<file path="src/rtl/stereo_stream_generator.sv">
// Stereo test-pattern source: programmable raster timing with a textured left
// image and a right image shifted by a disparity latched at each frame start.
module stereo_stream_generator #(
  parameter int H_ACTIVE  = 1280,
  parameter int H_FRONT   = 110,
  parameter int H_SYNC    = 40,
  parameter int H_BACK    = 220,
  parameter int V_ACTIVE  = 720,
  parameter int V_FRONT   = 5,
  parameter int V_SYNC    = 5,
  parameter int V_BACK    = 20,
  parameter int DISP_BITS = 6
) (
  input  logic                 clk,
  input  logic                 rst,
  input  logic                 run,
  input  logic [1:0]           mode,
  input  logic [DISP_BITS-1:0] disparity,
  output logic                 de_out,
  output logic                 h_sync_out,
  output logic                 v_sync_out,
  output logic [7:0]           pixel_left,
  output logic [7:0]           pixel_right,
  output logic                 frame_start,
  output logic                 busy,
  output logic [15:0]          frame_count
);

  localparam int H_TOTAL = H_ACTIVE + H_FRONT + H_SYNC + H_BACK;
  localparam int V_TOTAL = V_ACTIVE + V_FRONT + V_SYNC + V_BACK;

  localparam logic [10:0] H_LAST = 11'(H_TOTAL - 1);
  localparam logic [9:0]  V_LAST = 10'(V_TOTAL - 1);
  localparam logic [10:0] H_ACT  = 11'(H_ACTIVE);
  localparam logic [10:0] HS_BEG = 11'(H_ACTIVE + H_FRONT);
  localparam logic [10:0] HS_END = 11'(H_ACTIVE + H_FRONT + H_SYNC);
  localparam logic [9:0]  V_ACT  = 10'(V_ACTIVE);
  localparam logic [9:0]  VS_BEG = 10'(V_ACTIVE + V_FRONT);
  localparam logic [9:0]  VS_END = 10'(V_ACTIVE + V_FRONT + V_SYNC);

  typedef enum logic {S_IDLE, S_RUN} state_t;

  state_t                 r_state;
  logic [10:0]            r_h;
  logic [9:0]             r_v;
  logic [1:0]             r_mode;
  logic [DISP_BITS-1:0]   r_disp;
  logic [15:0]            r_fcount;

  logic                   w_active;
  logic                   w_de;
  logic                   w_hs;
  logic                   w_vs;
  logic                   w_fs;
  logic [11:0]            w_hd;
  logic                   w_in_edge;
  logic [7:0]             w_tex_l;
  logic [7:0]             w_tex_r;
  logic [7:0]             w_left;
  logic [7:0]             w_right;

  // Texture f(r,c) = (c*37 ^ c>>3 ^ r*11) mod 256 on 16-bit zero-extended operands.
  function automatic logic [7:0] texture(input logic [15:0] r, input logic [15:0] c);
    logic [15:0] t;
    t = (c * 16'd37) ^ (c >> 3) ^ (r * 16'd11);
    return t[7:0];
  endfunction

  // Frame FSM: raster counters, per-frame latching of mode/disparity, frame count.
  always_ff @(posedge clk or posedge rst) begin
    if (rst) begin
      r_state  <= S_IDLE;
      r_h      <= '0;
      r_v      <= '0;
      r_mode   <= '0;
      r_disp   <= '0;
      r_fcount <= '0;
    end else if (r_state == S_IDLE) begin
      r_h <= '0;
      r_v <= '0;
      if (run) begin
        r_mode  <= mode;
        r_disp  <= disparity;
        r_state <= S_RUN;
      end
    end else begin
      if (r_h == H_LAST) begin
        r_h <= '0;
        if (r_v == V_LAST) begin
          // Frame end: a dropped run only takes effect here, never mid-frame.
          r_v      <= '0;
          r_fcount <= r_fcount + 16'd1;
          if (run) begin
            r_mode <= mode;
            r_disp <= disparity;
          end else begin
            r_state <= S_IDLE;
          end
        end else begin
          r_v <= r_v + 10'd1;
        end
      end else begin
        r_h <= r_h + 11'd1;
      end
    end
  end

  assign w_active  = (r_state == S_RUN);
  assign w_de      = w_active && (r_h < H_ACT) && (r_v < V_ACT);
  assign w_hs      = w_active && (r_h >= HS_BEG) && (r_h < HS_END);
  assign w_vs      = w_active && (r_v >= VS_BEG) && (r_v < VS_END);
  assign w_fs      = w_active && (r_h == '0) && (r_v == '0);
  assign w_hd      = {1'b0, r_h} + 12'(r_disp);
  assign w_in_edge = (w_hd < {1'b0, H_ACT});
  assign w_tex_l   = texture({6'd0, r_v}, {5'd0, r_h});
  assign w_tex_r   = texture({6'd0, r_v}, {4'd0, w_hd});

  // Pixel selection by latched mode; right image goes black past the active edge.
  always_comb begin
    w_left  = 8'd0;
    w_right = 8'd0;
    if (w_de) begin
      case (r_mode)
        2'd0: begin
          w_left  = w_tex_l;
          w_right = w_in_edge ? w_tex_r : 8'd0;
        end
        2'd1: begin
          w_left  = 8'h80;
          w_right = 8'h80;
        end
        2'd2: begin
          w_left  = r_h[7:0];
          w_right = w_in_edge ? w_hd[7:0] : 8'd0;
        end
        default: begin
          w_left  = 8'd0;
          w_right = 8'd0;
        end
      endcase
    end
  end

  // Registered raster decode: outputs trail the counters by one clock.
  always_ff @(posedge clk or posedge rst) begin
    if (rst) begin
      de_out      <= 1'b0;
      h_sync_out  <= 1'b0;
      v_sync_out  <= 1'b0;
      pixel_left  <= 8'd0;
      pixel_right <= 8'd0;
      frame_start <= 1'b0;
      busy        <= 1'b0;
    end else begin
      de_out      <= w_de;
      h_sync_out  <= w_hs;
      v_sync_out  <= w_vs;
      pixel_left  <= w_left;
      pixel_right <= w_right;
      frame_start <= w_fs;
      busy        <= w_active;
    end
  end

  assign frame_count = r_fcount;

endmodule
</file>
<file path="config.mk">
export PLATFORM = sky130hd
export DESIGN_NAME = stereo_stream_generator
export DESIGN_NICKNAME = d
export VERILOG_FILES = /design/src/rtl/stereo_stream_generator.sv
export SDC_FILE = /design/constraint.sdc
export NUM_CORES = 1
export LEC_CHECK = 0
export ABC_CLOCK_PERIOD_IN_PS = 4300
export CAP_MARGIN = 10
export CELL_PAD_IN_SITES_DETAIL_PLACEMENT = 0
export CELL_PAD_IN_SITES_GLOBAL_PLACEMENT = 2
export CORE_MARGIN = 4
export CORE_UTILIZATION = 34
export CTS_CLUSTER_DIAMETER = 60
export DETAILED_ROUTE_END_ITERATION = 10
export HOLD_SLACK_MARGIN = 0.1
export PLACE_DENSITY_LB_ADDON = 0.1
export SLEW_MARGIN = 10
export SYNTH_ARGS = -nofsm -noshare
export SYNTH_HDL_FRONTEND = slang
export SYNTH_SLANG_ARGS = --single-unit
</file>
<file path="constraint.sdc">
create_clock -name clk -period 4.3 [get_ports clk]
set_clock_uncertainty 0.2 [all_clocks]
set_input_delay 0.86 -clock clk [delete_from_list [all_inputs] [get_ports clk]]
set_output_delay 0.86 -clock clk [all_outputs]
set_load 0.01 [all_outputs]
</file>
==> Yosys cells after proc, flatten, opt, wreduce, memory -nomap -nowiden <==
Index checks and enable logic that the tools add are counted.
{ "word_totals": {"ff_bits": 67, "inputBits": 11} }
{ "op_classes": {"add_sub_neg": 4, "mul": 3, "magnitude_cmp": 7, "eq_ne": 6, "mux": 23, "bitwise": 4, "n_reduce_logical": 13} }
{ "ops": {"columns": ["operator", "count"], "rows": [
  ["$pmux 8 s3", 2],
  ["$mux 8", 4],
  ["$xor 8x8->8", 4],
  ["$mux 10", 3],
  ["$mux 6", 4],
  ["$lt 11x11->1 const B", 2],
  ["$mux 11", 2],
  ["$lt 10x10->1 const B", 2],
  ["$add 16x1->16 const B", 1],
  ["$add 11x6->12", 1],
  ["$lt 12x11->1 const B", 1],
  ["$mul 12x6->8 const B", 1],
  ["$add 11x1->11 const B", 1],
  ["$eq 11x11->1 const B", 1],
  ["$ge 11x11->1 const B", 1],
  ["$logic_not 11->1", 1],
  ["$mul 11x6->8 const B", 1],
  ["$add 10x1->10 const B", 1],
  ["$eq 10x10->1 const B", 1],
  ["$ge 10x10->1 const B", 1],
  ["$logic_not 10->1", 1],
  ["$mul 10x4->8 const B", 1],
  ["$logic_and 1x1->1", 8],
  ["$mux 2", 4],
  ["7 further kinds", 11]
]} }

==> Logic depth before layout (Yosys ltp) <==
{ "depth": {"depth_word": 7, "ltp_mapped": 18} }

==> Worst setup path before layout <==
OpenSTA, ideal clock, no wires.
{ "synth_timing": {"kind": "reg-to-reg", "startpoint": "register r_h[0]", "endpoint": "register pixel_right[7]", "arrival_time_ns": 4.445, "t_required_ns": 4.018, "slack_ns": -0.427, "path_stages_with_launch": 19, "path_buffers": 0, "synth_period_minus_slack_ns": 4.727, "path_cell_list": "dfrtp_1 ha_1 fa_1 a211oi_1 o21bai_1 a21oi_1 xnor2_1 ha_1 ha_1 inv_1 fa_1 inv_1 ha_1 a21oi_1 xnor2_1 xnor3_1 xnor2_1 or3_1 a31oi_1"} }
{ "synth_via": {"elab_chain_cells": 7} }
{ "synth_rtl": {"columns": ["item", "line_no", "rtl"], "rows": [
  ["start: declaration", "44", "logic [10:0] r_h;"],
  ["start signal: assignment", "103", "r_h <= r_h + 11'd1;"],
  ["$add 11x6->12", "113", "assign w_hd = {1'b0, r_h} + 12'(r_disp);"],
  ["$mul 12x6->8", "65", "t = (c * 16'd37) ^ (c >> 3) ^ (r * 16'd11);"],
  ["$xor 8x8->8 (2 in series)", "65", null],
  ["$mux 8", "126", "w_right = w_in_edge ? w_tex_r : 8'd0;"],
  ["$pmux 8 s3", "123", "case (r_mode)"],
  ["$mux 8 (*)", "122", "if (w_de) begin"],
  ["net w_right[7]", "60", "logic [7:0] w_right;"],
  ["end signal: assignment", "159", "pixel_right <= w_right;"],
  ["end: declaration", "23", "output logic [7:0] pixel_right,"]
]} }
The timed path passes the listed nets; every way through them passes the cells marked *.
A chain may end at the register's enable or synchronous reset.

==> Worst setup path after layout <==
Ends and elaborated chain as after synthesis.

==> load_flow_metrics.sql <==
INSERT INTO impl_metrics (metric_group, metric, value, unit) VALUES
('placement', 'hpwl', '8820', 'um'),
('routing', 'dr_total_vias', '3303', ''),
('worst_setup_path', 'cp_data_arrival_time', '4.40', 'ns'),
('logic_synthesis', 'synthesis.nets', '536', ''),
('logic_synthesis', 'syn_area', '4690', 'um2'),
('logic_synthesis', 'area_share_of_fa_ha_maj_cells_after_synthesis', '17.5', '%'),
('cells_and_area', 'layout.area.seq', '1680', 'um2'),
('min_path', 'worstHoldPathCells', '1', ''),
('power', 'max-vdd-ir-drop', '0.000183', 'V'),
('timing', 'rsz0062_at_grt', 'yes', ''),
('cells_and_area', 'layout_stage_area_growth_over_the_synthesis_result', '23.7', '%'),
('cts', 'cts_inserted_buffers', '9', ''),
('worst_setup_path', 'worstSetupEndpointType', 'flip-flop', ''),
('cts', 'htree_levels', '3', ''),
('cells_and_area', 'layout.nets', '594', ''),
('cells_and_area', 'multi_input_area', '2860', 'um2'),
('grt', 'gr_ovfl_total', '0', ''),
('min_path', 'worstHoldPathType', 'flip-flop to flip-flop', ''),
('cts', 'clock_insertion_delay_worst_skew', '0.34', 'ns'),
('power', 'internal_power', '1.15', 'mW'),
('min_path', 'hold_start', 'frame_count[15]', ''),
('logic_synthesis', 'muxShareOfSynthArea', '2.80', '%'),
('timing', 'setup_viol', '1', ''),
('grt', 'grt_first_pass_wirelength', '19000', 'um'),
('routing', 'wl_per_cell', '15.8', 'um'),
('floorplan', 'die_h', '125', 'um'),
('worst_setup_path', 'critical_path.slowest_cell', 'sky130_fd_sc_hd__fa_1', ''),
('timing', 'hold_viol', '0', ''),
('run_status', 'run_status', 'finished, violations left', ''),
('floorplan', 'design.portCount', '48', ''),
('routing', 'drt_drc_violations_left', '0', ''),
('floorplan', 'die_area', '15700', 'um2'),
('cts', 'clk_pin_slew_worst_paths', '0.05', 'ns'),
('grt', 'overall_fraction_of_global_route_tracks_in_use', '15.3', '%'),
('cells_and_area', 'layout_common_cells', 'sky130_fd_sc_hd__xnor2_1, sky130_fd_sc_hd__dfrtp_1, sky130_fd_sc_hd__nor2_1', ''),
('cells_and_area', 'final.fill_count', '1322', ''),
('power', 'combPwrFrac', '1.6', '%'),
('worst_setup_path', 'worstPathCellList', 'ha_4 > fa_2 > a211oi_2 > o21bai_1 > a21oi_2 > xnor2_2 > ha_1 > ha_1 > inv_2 > fa_1 > inv_2 > ha_4 > a21oi_2 > xnor2_1 > xnor3_1 > xnor2_1 > or3_1 > a31oi_1', ''),
('worst_setup_path', 'worst_r2r_startpoint', 'r_h[0]', ''),
('worst_setup_path', 'startpoint_type', 'flip-flop', ''),
('logic_synthesis', 'post_synthesis_area_per_instance', '10.1', 'um2'),
('timing', 'timing_max_transition_violations_final', '0', ''),
('routing', 'postRouteAntennaNets', '0', ''),
('logic_synthesis', 'sequential_area_share_after_synthesis', '35.8', '%'),
('grt', 'via_count_of_the_first_global_routing_pass', '3483', ''),
('worst_setup_path', 'cell_family_with_most_cp_delay', 'adder cells', ''),
('power', 'netSwitchingFraction', '20.4', '%'),
('timing', 'timing.final.crit_share', '101', '%'),
('timing', 'worst_slack', '-0.0447', 'ns'),
('worst_setup_path', 'cp_slowest_stage_delay', '0.48', 'ns'),
('min_path', 'worstHoldEndpoint', 'frame_count[15]', ''),
('timing', 'finalWorstPathRequiredPeriod', '4.34', 'ns'),
('cts', 'clock_tree_from_tritoncts', 'done', ''),
('logic_synthesis', 'ys_seq_elements', '67', ''),
('floorplan', 'chipWidth', '125', 'um'),
('power', 'p_seq_share', '43.7', '%'),
('timing', 'relative_max_transition_margin', '41.7', '%'),
('cells_and_area', 'antenna_diode_count', '0', ''),
('logic_synthesis', 'yosys_warnings', '0', ''),
('run_status', 'violations', 'negative setup slack', ''),
('logic_synthesis', 'area_share_of_and_or_nand_nor_cells_after_synthesis', '15.2', '%'),
('routing', 'drt_first_pass_iters', '4', ''),
('timing', 'worst_pin_slew', '0.875', 'ns'),
('timing', 'fmax', '230', 'MHz'),
('power', 'share_clk_of_total_power', '54.7', '%'),
('logic_synthesis', 'synth_edf_count', '0', ''),
('routing', 'wl', '11100', 'um'),
('grt', 'grt_start_max_net_pins', '29', ''),
('logic_synthesis', 'synth_cells', '465', ''),
('logic_synthesis', 'main_combinational_cell_family_by_area_after_synthesis', 'XOR/XNOR gates', ''),
('worst_setup_path', 'critical_path_buf_inv_count', '2', '');
-- registers in the layout (all words and copies together) (netlist names) --
| register | flops |
|---|---|
| h_sync_out | 1 |
| r_mode | 2 |
| de_out | 1 |
| pixel_left | 8 |
| frame_count | 16 |
| v_sync_out | 1 |
| pixel_right | 8 |
| frame_start | 1 |
| busy | 1 |
| r_v | 10 |
| r_state | 1 |
| r_disp | 6 |
| r_h | 11 |
-- cells in the mapped netlist, drive strengths merged (3+ instances only) --
library cell | count | share of area (%)
nor3 | 4 | 0.53
o21ai | 6 | 0.64
nand3 | 16 | 2.2
nand4b | 3 | 0.56
buf | 7 | 1.0
and3 | 5 | 0.67
mux2i | 3 | 0.64
a21oi | 18 | 1.9
a31oi | 5 | 0.67
clkbuf | 9 | 0.72
xor2 | 18 | 3.4
a21boi | 4 | 0.64
a21o | 7 | 1.1
inv | 36 | 2.9
fa | 9 | 3.8
ha | 51 | 14
or3 | 3 | 0.51
nor2 | 56 | 5.0
or4 | 3 | 0.56
nand2 | 26 | 2.5
nand4 | 8 | 1.1
nor4 | 3 | 0.40
xnor2 | 73 | 14
mux2 | 9 | 2.2
dfrtp | 67 | 36
-- metrics by stage --
| step | hold slack (ns) | utilization (%) | area [um2] | setup TNS, ns | instances |
|---|---|---|---|---|---|
| final | 0.265 | 43.4 | 5800 | -0.0447 | 704 |
| after global routing | 0.313 | 43.4 | 5800 | -0.322 | 704 |
| after CTS | 0.274 | 43.3 | 5780 | -0.0548 | 704 |
| after detailed placement | 0.266 | 40.9 | 5470 | -0.0389 | 688 |
| after global placement | 0.261 | 40.9 | 5470 | 0 | 688 |
| after floorplan | 0.152 | - | 4740 | 0 | 465 |
-- power by group through the flow --
stage / combinational, mW / clock [mW] / sequential, mW
floorplan: 0.00943 / 0 / 0.642
global placement: 0.0242 / 0 / 0.642
detailed placement: 0.0246 / 0 / 0.642
CTS: 0.0246 / 0.816 / 0.631
global route: 0.0271 / 0.846 / 0.630
finish: 0.0230 / 0.788 / 0.631
-- repair_timing --
action | in CTS | in global routing
pin swaps | 0 | 2
hold endpoints to repair | 0 | 0
gates resized for setup | 0 | 3
buffers inserted | 0 | 0
setup endpoints to repair | 1 | 1
-- cells by family after synthesis --
| group | after synthesis |
|---|---|
| flip-flops | 67 |
| adder cells (fa/ha/maj) | 60 |
| multiplexers | 12 |
| AND/OR/NAND/NOR | 135 |
| XOR/XNOR | 93 |
| AO/OA/AOI/OAI | 46 |
| buffers and inverters | 52 |
-- area by class of cell --
type / count / area share, %
multi-input cells: 346 / 49.3
clock buffers: 10 / 3.95
inverters: 36 / 2.33
clock inverters: 6 / 1.53
well taps: 176 / 3.80
repair buffers: 63 / 10.2
flip-flops and latches: 67 / 28.9
-- how the worst max path moves through the flow --
stage / to / slack [ns] / cells past startpoint
6_report: pixel_right[7] / -0.04 / 18
4_1_cts: pixel_right[7] / -0.05 / 18
2_1_floorplan: pixel_right[7] / 0.01 / 18
3_5_place_dp: pixel_right[7] / -0.04 / 18
3_3_place_gp: pixel_right[7] / 0.007 / 18
5_1_grt: pixel_right[7] / -0.31 / 18
-- routing by layer --
layer	track usage (%)	wire, um
met2	23.9	5130
met4	5.17	190
met3	3.58	307
met5	0	0
met1	21.0	5500
(Power assumes the default switching activity.)
